`config.mk`:
```
export PLATFORM = sky130hd
export DESIGN_NAME = sc_reg_psr_flat
export DESIGN_NICKNAME = d
export VERILOG_FILES = /design/src/rtl/sc_reg_psr_if.sv /design/src/rtl/sc_reg_psr.sv /design/src/flat_wrapper.sv
export SDC_FILE = /design/constraint.sdc
export NUM_CORES = 1
export LEC_CHECK = 0
export CAP_MARGIN = 20
export CORE_AREA = 5 5 42 44
export DETAILED_ROUTE_END_ITERATION = 8
export DIE_AREA = 0 0 47 49
export PLACE_DENSITY = 0.74
export RECOVER_POWER = 50
export SYNTH_ARGS = -nofsm -noshare
export SYNTH_HDL_FRONTEND = slang
export SYNTH_SLANG_ARGS = --single-unit
```
`constraint.sdc`:
```
create_clock -name SC_RegPSR_CLOCK_50 -period 1.16 [get_ports SC_RegPSR_CLOCK_50]
set_clock_uncertainty 0.2 [all_clocks]
set_input_delay 0.232 -clock SC_RegPSR_CLOCK_50 [delete_from_list [all_inputs] [get_ports SC_RegPSR_CLOCK_50]]
set_output_delay 0.232 -clock SC_RegPSR_CLOCK_50 [all_outputs]
set_load 0.05 [all_outputs]
```
`src/rtl/sc_reg_psr_if.sv`:
```
// Flag-register bus: control, ALU flags and condition selector in; stored flags,
// condition result and overflow monitor out.
interface sc_reg_psr_if #(
  parameter int DATAWIDTH_FLAGS  = 4,
  parameter int DATAWIDTH_COND   = 4,
  parameter int DATAWIDTH_OVFCNT = 8
);
  logic                        SC_RegPSR_load_InLow;
  logic                        SC_RegPSR_clear_InLow;
  logic                        SC_RegPSR_overflow_InLow;
  logic                        SC_RegPSR_carry_InLow;
  logic                        SC_RegPSR_negative_InLow;
  logic                        SC_RegPSR_zero_InLow;
  logic [DATAWIDTH_COND-1:0]   SC_RegPSR_cond_InBus;
  logic [DATAWIDTH_FLAGS-1:0]  SC_RegPSR_flags_OutBus;
  logic                        SC_RegPSR_condTrue_Out;
  logic                        SC_RegPSR_stickyOvf_Out;
  logic [DATAWIDTH_OVFCNT-1:0] SC_RegPSR_ovfCount_OutBus;

  modport master (
    output SC_RegPSR_load_InLow, SC_RegPSR_clear_InLow, SC_RegPSR_overflow_InLow,
           SC_RegPSR_carry_InLow, SC_RegPSR_negative_InLow, SC_RegPSR_zero_InLow,
           SC_RegPSR_cond_InBus,
    input  SC_RegPSR_flags_OutBus, SC_RegPSR_condTrue_Out, SC_RegPSR_stickyOvf_Out,
           SC_RegPSR_ovfCount_OutBus
  );

  modport slave (
    input  SC_RegPSR_load_InLow, SC_RegPSR_clear_InLow, SC_RegPSR_overflow_InLow,
           SC_RegPSR_carry_InLow, SC_RegPSR_negative_InLow, SC_RegPSR_zero_InLow,
           SC_RegPSR_cond_InBus,
    output SC_RegPSR_flags_OutBus, SC_RegPSR_condTrue_Out, SC_RegPSR_stickyOvf_Out,
           SC_RegPSR_ovfCount_OutBus
  );
endinterface

```
`src/rtl/sc_reg_psr.sv`:
```
// Processor status register {N,Z,V,C} with branch-condition evaluation.
// Optional overflow monitor (sticky bit + saturating counter): SC_REG_PSR_OVF_MONITOR_EN.
module sc_reg_psr #(
  parameter int DATAWIDTH_FLAGS  = 4,
  parameter int DATAWIDTH_COND   = 4,
  parameter int DATAWIDTH_OVFCNT = 8
) (
  input logic        SC_RegPSR_CLOCK_50,
  input logic        SC_RegPSR_RESET_InLow,
  sc_reg_psr_if.slave bus
);

  logic [DATAWIDTH_FLAGS-1:0] flags_r;
  logic                       load_en;
  logic                       clear_en;
  logic                       ovf_event;

  assign load_en   = ~bus.SC_RegPSR_load_InLow;
  assign clear_en  = ~bus.SC_RegPSR_clear_InLow;
  assign ovf_event = load_en & ~bus.SC_RegPSR_overflow_InLow;

  // Lower three selector bits pick a base predicate; the top bit negates it.
  function automatic logic cond_eval(input logic [3:0] sel, input logic n, input logic z,
                                     input logic v, input logic c);
    logic base;
    case (sel[2:0])
      3'd0:    base = 1'b0;
      3'd1:    base = z;
      3'd2:    base = z | (n ^ v);
      3'd3:    base = n ^ v;
      3'd4:    base = c | z;
      3'd5:    base = c;
      3'd6:    base = n;
      default: base = v;
    endcase
    return base ^ sel[3];
  endfunction

  always_ff @(posedge SC_RegPSR_CLOCK_50 or negedge SC_RegPSR_RESET_InLow) begin
    if (!SC_RegPSR_RESET_InLow) begin
      flags_r <= '0;
    end else if (clear_en) begin
      flags_r <= '0;
    end else if (load_en) begin
      flags_r <= DATAWIDTH_FLAGS'({~bus.SC_RegPSR_negative_InLow, ~bus.SC_RegPSR_zero_InLow,
                                   ~bus.SC_RegPSR_overflow_InLow, ~bus.SC_RegPSR_carry_InLow});
    end
  end

  assign bus.SC_RegPSR_flags_OutBus = flags_r;
  assign bus.SC_RegPSR_condTrue_Out = cond_eval(bus.SC_RegPSR_cond_InBus[3:0],
                                                flags_r[3], flags_r[2], flags_r[1], flags_r[0]);

`ifdef SC_REG_PSR_OVF_MONITOR_EN
  logic                        sticky_r;
  logic [DATAWIDTH_OVFCNT-1:0] cnt_r;

  function automatic logic [DATAWIDTH_OVFCNT-1:0] sat_inc(input logic [DATAWIDTH_OVFCNT-1:0] x);
    return (&x) ? x : x + 1'b1;
  endfunction

  always_ff @(posedge SC_RegPSR_CLOCK_50 or negedge SC_RegPSR_RESET_InLow) begin
    if (!SC_RegPSR_RESET_InLow) begin
      sticky_r <= 1'b0;
      cnt_r    <= '0;
    end else if (clear_en) begin
      sticky_r <= 1'b0;
      cnt_r    <= '0;
    end else if (ovf_event) begin
      sticky_r <= 1'b1;
      cnt_r    <= sat_inc(cnt_r);
    end
  end

  assign bus.SC_RegPSR_stickyOvf_Out   = sticky_r;
  assign bus.SC_RegPSR_ovfCount_OutBus = cnt_r;
`else
  logic unused_ovf;
  assign unused_ovf = ovf_event;
  assign bus.SC_RegPSR_stickyOvf_Out   = 1'b0;
  assign bus.SC_RegPSR_ovfCount_OutBus = '0;
`endif

endmodule

```
`src/flat_wrapper.sv`:
```
// flat-port wrapper written by rule: the top's interface ports become plain ports
module sc_reg_psr_flat 
#(
  parameter int DATAWIDTH_FLAGS  = 4,
  parameter int DATAWIDTH_COND   = 4,
  parameter int DATAWIDTH_OVFCNT = 8
)
  (SC_RegPSR_CLOCK_50, SC_RegPSR_RESET_InLow, bus_SC_RegPSR_load_InLow, bus_SC_RegPSR_clear_InLow, bus_SC_RegPSR_overflow_InLow, bus_SC_RegPSR_carry_InLow, bus_SC_RegPSR_negative_InLow, bus_SC_RegPSR_zero_InLow, bus_SC_RegPSR_cond_InBus, bus_SC_RegPSR_flags_OutBus, bus_SC_RegPSR_condTrue_Out, bus_SC_RegPSR_stickyOvf_Out, bus_SC_RegPSR_ovfCount_OutBus);
  sc_reg_psr_if #(.DATAWIDTH_FLAGS(DATAWIDTH_FLAGS), .DATAWIDTH_COND(DATAWIDTH_COND), .DATAWIDTH_OVFCNT(DATAWIDTH_OVFCNT)) bus_i ();
  input logic SC_RegPSR_CLOCK_50;
  input logic SC_RegPSR_RESET_InLow;
  input wire logic [$bits(bus_i.SC_RegPSR_load_InLow)-1:0] bus_SC_RegPSR_load_InLow;
  input wire logic [$bits(bus_i.SC_RegPSR_clear_InLow)-1:0] bus_SC_RegPSR_clear_InLow;
  input wire logic [$bits(bus_i.SC_RegPSR_overflow_InLow)-1:0] bus_SC_RegPSR_overflow_InLow;
  input wire logic [$bits(bus_i.SC_RegPSR_carry_InLow)-1:0] bus_SC_RegPSR_carry_InLow;
  input wire logic [$bits(bus_i.SC_RegPSR_negative_InLow)-1:0] bus_SC_RegPSR_negative_InLow;
  input wire logic [$bits(bus_i.SC_RegPSR_zero_InLow)-1:0] bus_SC_RegPSR_zero_InLow;
  input wire logic [$bits(bus_i.SC_RegPSR_cond_InBus)-1:0] bus_SC_RegPSR_cond_InBus;
  output wire logic [$bits(bus_i.SC_RegPSR_flags_OutBus)-1:0] bus_SC_RegPSR_flags_OutBus;
  output wire logic [$bits(bus_i.SC_RegPSR_condTrue_Out)-1:0] bus_SC_RegPSR_condTrue_Out;
  output wire logic [$bits(bus_i.SC_RegPSR_stickyOvf_Out)-1:0] bus_SC_RegPSR_stickyOvf_Out;
  output wire logic [$bits(bus_i.SC_RegPSR_ovfCount_OutBus)-1:0] bus_SC_RegPSR_ovfCount_OutBus;
  assign bus_i.SC_RegPSR_load_InLow = bus_SC_RegPSR_load_InLow;
  assign bus_i.SC_RegPSR_clear_InLow = bus_SC_RegPSR_clear_InLow;
  assign bus_i.SC_RegPSR_overflow_InLow = bus_SC_RegPSR_overflow_InLow;
  assign bus_i.SC_RegPSR_carry_InLow = bus_SC_RegPSR_carry_InLow;
  assign bus_i.SC_RegPSR_negative_InLow = bus_SC_RegPSR_negative_InLow;
  assign bus_i.SC_RegPSR_zero_InLow = bus_SC_RegPSR_zero_InLow;
  assign bus_i.SC_RegPSR_cond_InBus = bus_SC_RegPSR_cond_InBus;
  assign bus_SC_RegPSR_flags_OutBus = bus_i.SC_RegPSR_flags_OutBus;
  assign bus_SC_RegPSR_condTrue_Out = bus_i.SC_RegPSR_condTrue_Out;
  assign bus_SC_RegPSR_stickyOvf_Out = bus_i.SC_RegPSR_stickyOvf_Out;
  assign bus_SC_RegPSR_ovfCount_OutBus = bus_i.SC_RegPSR_ovfCount_OutBus;
  sc_reg_psr #(.DATAWIDTH_FLAGS(DATAWIDTH_FLAGS), .DATAWIDTH_COND(DATAWIDTH_COND), .DATAWIDTH_OVFCNT(DATAWIDTH_OVFCNT)) u_core (.SC_RegPSR_CLOCK_50(SC_RegPSR_CLOCK_50), .SC_RegPSR_RESET_InLow(SC_RegPSR_RESET_InLow), .bus(bus_i));
endmodule
```
==> results.md <==
* Status: complete, but fails checks
* Failing checks: setup timing
* CTS tree: done
* Final setup fails at 7
* Clock root cell: clkbuf_4
* Final period util at 161.4%
* Area of the core region at ~1400 µm²
* Worst Hold Class: input port to async pin
* Drc violations at 0
* FP Rows at 14
* Clock network power share at a little over a quarter
* Final Hold Viols at 0
* Ys flop type: dfrtp_1
* Vias in the first global route at 295
* DR WL/cell at between 9 and 10 µm
* Synthesis-to-finish area growth at 113.9%
* Synth Register Bits at 4
* Initial antenna violation count at 0
* Crit end category: output port
* Worst Path Class, Setup: input port to output port
* CTS Sinks at 4
* Sw Pwr at 0.2241 mW
* Total track usage at under 10%
* Die width at 47 µm
* Number of synthesized flops with an enable pin at 0
* Global placer's final weighted congestion at around 0.76
* Detailed Route WL at around 760 µm
* 1st-iter DRT viols at 1
* CP Capture Point: bus_SC_RegPSR_condTrue_Out
* FFs w/ async S/R, synth at between 90% and 100%
* Fin. max-slew vios at 0
* WL met2 at approximately 380 µm
* Clock Tree Buf Depth at 2
* Largest net degree at the start of global routing at 9
* Logic pwr share at 47.8%
* Wl on met1 at 249 µm
* Sequential power share at ~25%
* MaxCap Viol Count at 0
* FILL cells at around 150
* Detailed Place HPWL at roughly 620 µm
* Top sig layer: met4
* Synth cell count leaders: buf_4 (9), o21ai_0 (6), and2_1 (4), dfrtp_1 (4), nand2_1 (4)
* RR Endpoint: u_core.bus.SC_RegPSR_flags_OutBus[1]
* Net Sw Frac at 36.03%
* Die height at a little under 50 µm
* Met3 wire length at about 110 µm
* Layout cell share with drive strength beyond 1 at 41.94%
* H-Tree Depth at 1
* Startpoint types: input port
* Yosys warns at 0
* CTS buffer count at 3
* Internal Power at 0.3978 mW
* Reg clk slew, reported paths at approximately 40 ps
* Post-synthesis cell area at between 200 and 300 µm²
* I/O Buffers at 16
* Syn Inst Count at 35
* Leading area contributor after synthesis: dfrtp_1
* Final Non-Filler Cells at 78
* Setup WS post-layout at -712.7 ps
* Yosys cell types at 12
* Most common cell in the synthesized netlist: buf_4
* DR vias/cell at roughly 3.8
* Critical Path RT at between 700 and 800 ps
* Placed cell count at roughly 70
* Register-to-register path setup slack at -170 ps
* Final Util at between 40% and 50%
* Initial core utilization at about a fifth
* Synth area leaders: dfrtp_1 (34%), buf_4 (23%), o21ai_0 (10%), and2_1 (8.4%), xnor2_1 (5.9%)
* Vias at 300
* Pre-antenna DRT Iters at 2
* Power per Cell Area at 976.5 nW/µm²
* Post-synth top area share at 33.61%
* Critical path peak fanout at 4
* Final nets at 76
* Die area at 2303 µm²
* LEAKAGE at approximately 0.29 nW
* FF-to-FF path depth at 6
* WP data arrival at roughly 1400 ps
* First-pass GRT wire length at ~1200 µm
* RSZ-0062 raised after global routing: true
* Max reg flops at 4
* Grt ovf at 0
* Worst r2r src: u_core.bus.SC_RegPSR_flags_OutBus[1]
* Post-Syn Area per Cell at roughly 8.5 µm²
* Max frequency at roughly 0.53 GHz
* Tmin final at around 1900 ps
* Antenna cells at 0
* I/O pin count at 26
* CP startpoint: bus_SC_RegPSR_cond_InBus[2]
* Clock Latency Late Sink at about 230 ps
* Antenna Nets Post-Route at 0
* Max VDD drop at approximately 0.44 mV
* Sequential share of the synthesized area at approximately a third
[critical path, cell delays in order]
cell and delay, ps:
dlygate4sd2_1 290, xor2_1 160, a221o_1 340, o21ai_2 110, xnor2_4 150, buf_12 150
[metal layers]
metal,GRT usage [%],up-vias
met4,6.912,0
li1,-,152
met2,10.63,17
met3,3.321,2
met5,0,-
met1,7.350,129
[final cells by class]
| cell class | count | area (µm²) | area share [%] |
|---|---|---|---|
| well taps | 16 | 20.02 | 3.143 |
| multi-input cells | 30 | 196.4 | 30.84 |
| repair buffers | 25 | 292.8 | 45.97 |
| clock buffers | 3 | 22.52 | 3.536 |
| flip-flops and latches | 4 | 105.1 | 16.50 |
[worst min path at each step]
stage / endpoint / start / slack, ps / cells past startpoint
2_1_floorplan: u_core.bus.SC_RegPSR_flags_OutBus[0] / SC_RegPSR_RESET_InLow / -260 / 0
3_3_place_gp: u_core.bus.SC_RegPSR_flags_OutBus[1] / SC_RegPSR_RESET_InLow / 240 / 1
3_5_place_dp: u_core.bus.SC_RegPSR_flags_OutBus[1] / SC_RegPSR_RESET_InLow / 250 / 1
4_1_cts: u_core.bus.SC_RegPSR_flags_OutBus[0] / bus_SC_RegPSR_load_InLow / 390 / 3
5_1_grt: u_core.bus.SC_RegPSR_flags_OutBus[1] / SC_RegPSR_RESET_InLow / 90 / 1
6_report: u_core.bus.SC_RegPSR_flags_OutBus[0] / SC_RegPSR_RESET_InLow / 70 / 1
[kinds of logic after synthesis]
group	share of synthesized area (%)
xor gates and xnor gates	8.825
muxes	3.361
buffers and inverters	22.69
other	1.259
DFF	33.61
AOI/OAI and AO/OA	15.12
and+or+nand+nor	15.12
[through the flow]
stage | area (µm²) | setup WS [ps] | total power [mW] | setup TNS [ps] | hold slack [ps]
6_report | 636.9 | -712.7 | 0.6219 | -1751 | 71.69
5_1_grt | 636.9 | -782.9 | 0.6610 | -2075 | 90.36
4_1_cts | 624.3 | -703.2 | 0.6259 | -1658 | 390.5
3_5_place_dp | 563.0 | -934.1 | 0.4387 | -1917 | 245.4
3_3_place_gp | 563.0 | -909.5 | 0.4356 | -1791 | 243.9
2_1_floorplan | 355.3 | -578.6 | 0.3341 | -578.6 | -263.6
[power by group through the flow]
stage	registers, mW	logic (mW)	clock network (mW)
global route	0.158	0.312	0.191
finish	0.157	0.297	0.167
detailed placement	0.157	0.282	0
floorplan	0.183	0.151	0
global placement	0.157	0.279	0
CTS	0.156	0.293	0.177
[cell usage in the layout (no fill, tap or decap)]
cell             netlist  final
mux2i_1                1      1
xnor2_2                0      1
nand3_1                1      1
o21ai_1                1      3
buf_6                  0      5
dlygate4sd2_1          0      3
clkbuf_4               0      3
xnor2_4                0      1
nand2_2                0      1
conb_1                 1      9
buf_12                 0      5
nand2_1                4      3
dfrtp_2                0      4
xor2_1                 1      1
a221o_1                1      1
o21ai_0                6      2
and2_1                 4      4
dlygate4sd3_1          0      1
o21ai_2                0      2
buf_4                  9      4
clkdlybuf4s50_1        0      7
[what timing repair did]
action                     CTS  global route
setup endpoints to repair    8            12
hold endpoints to repair     4             0
setup buffers                2             3
pin swaps                    3             4
hold buffers                 1             0
gates resized for setup     10             5
No activity file was read; power rests on OpenSTA's default activity.
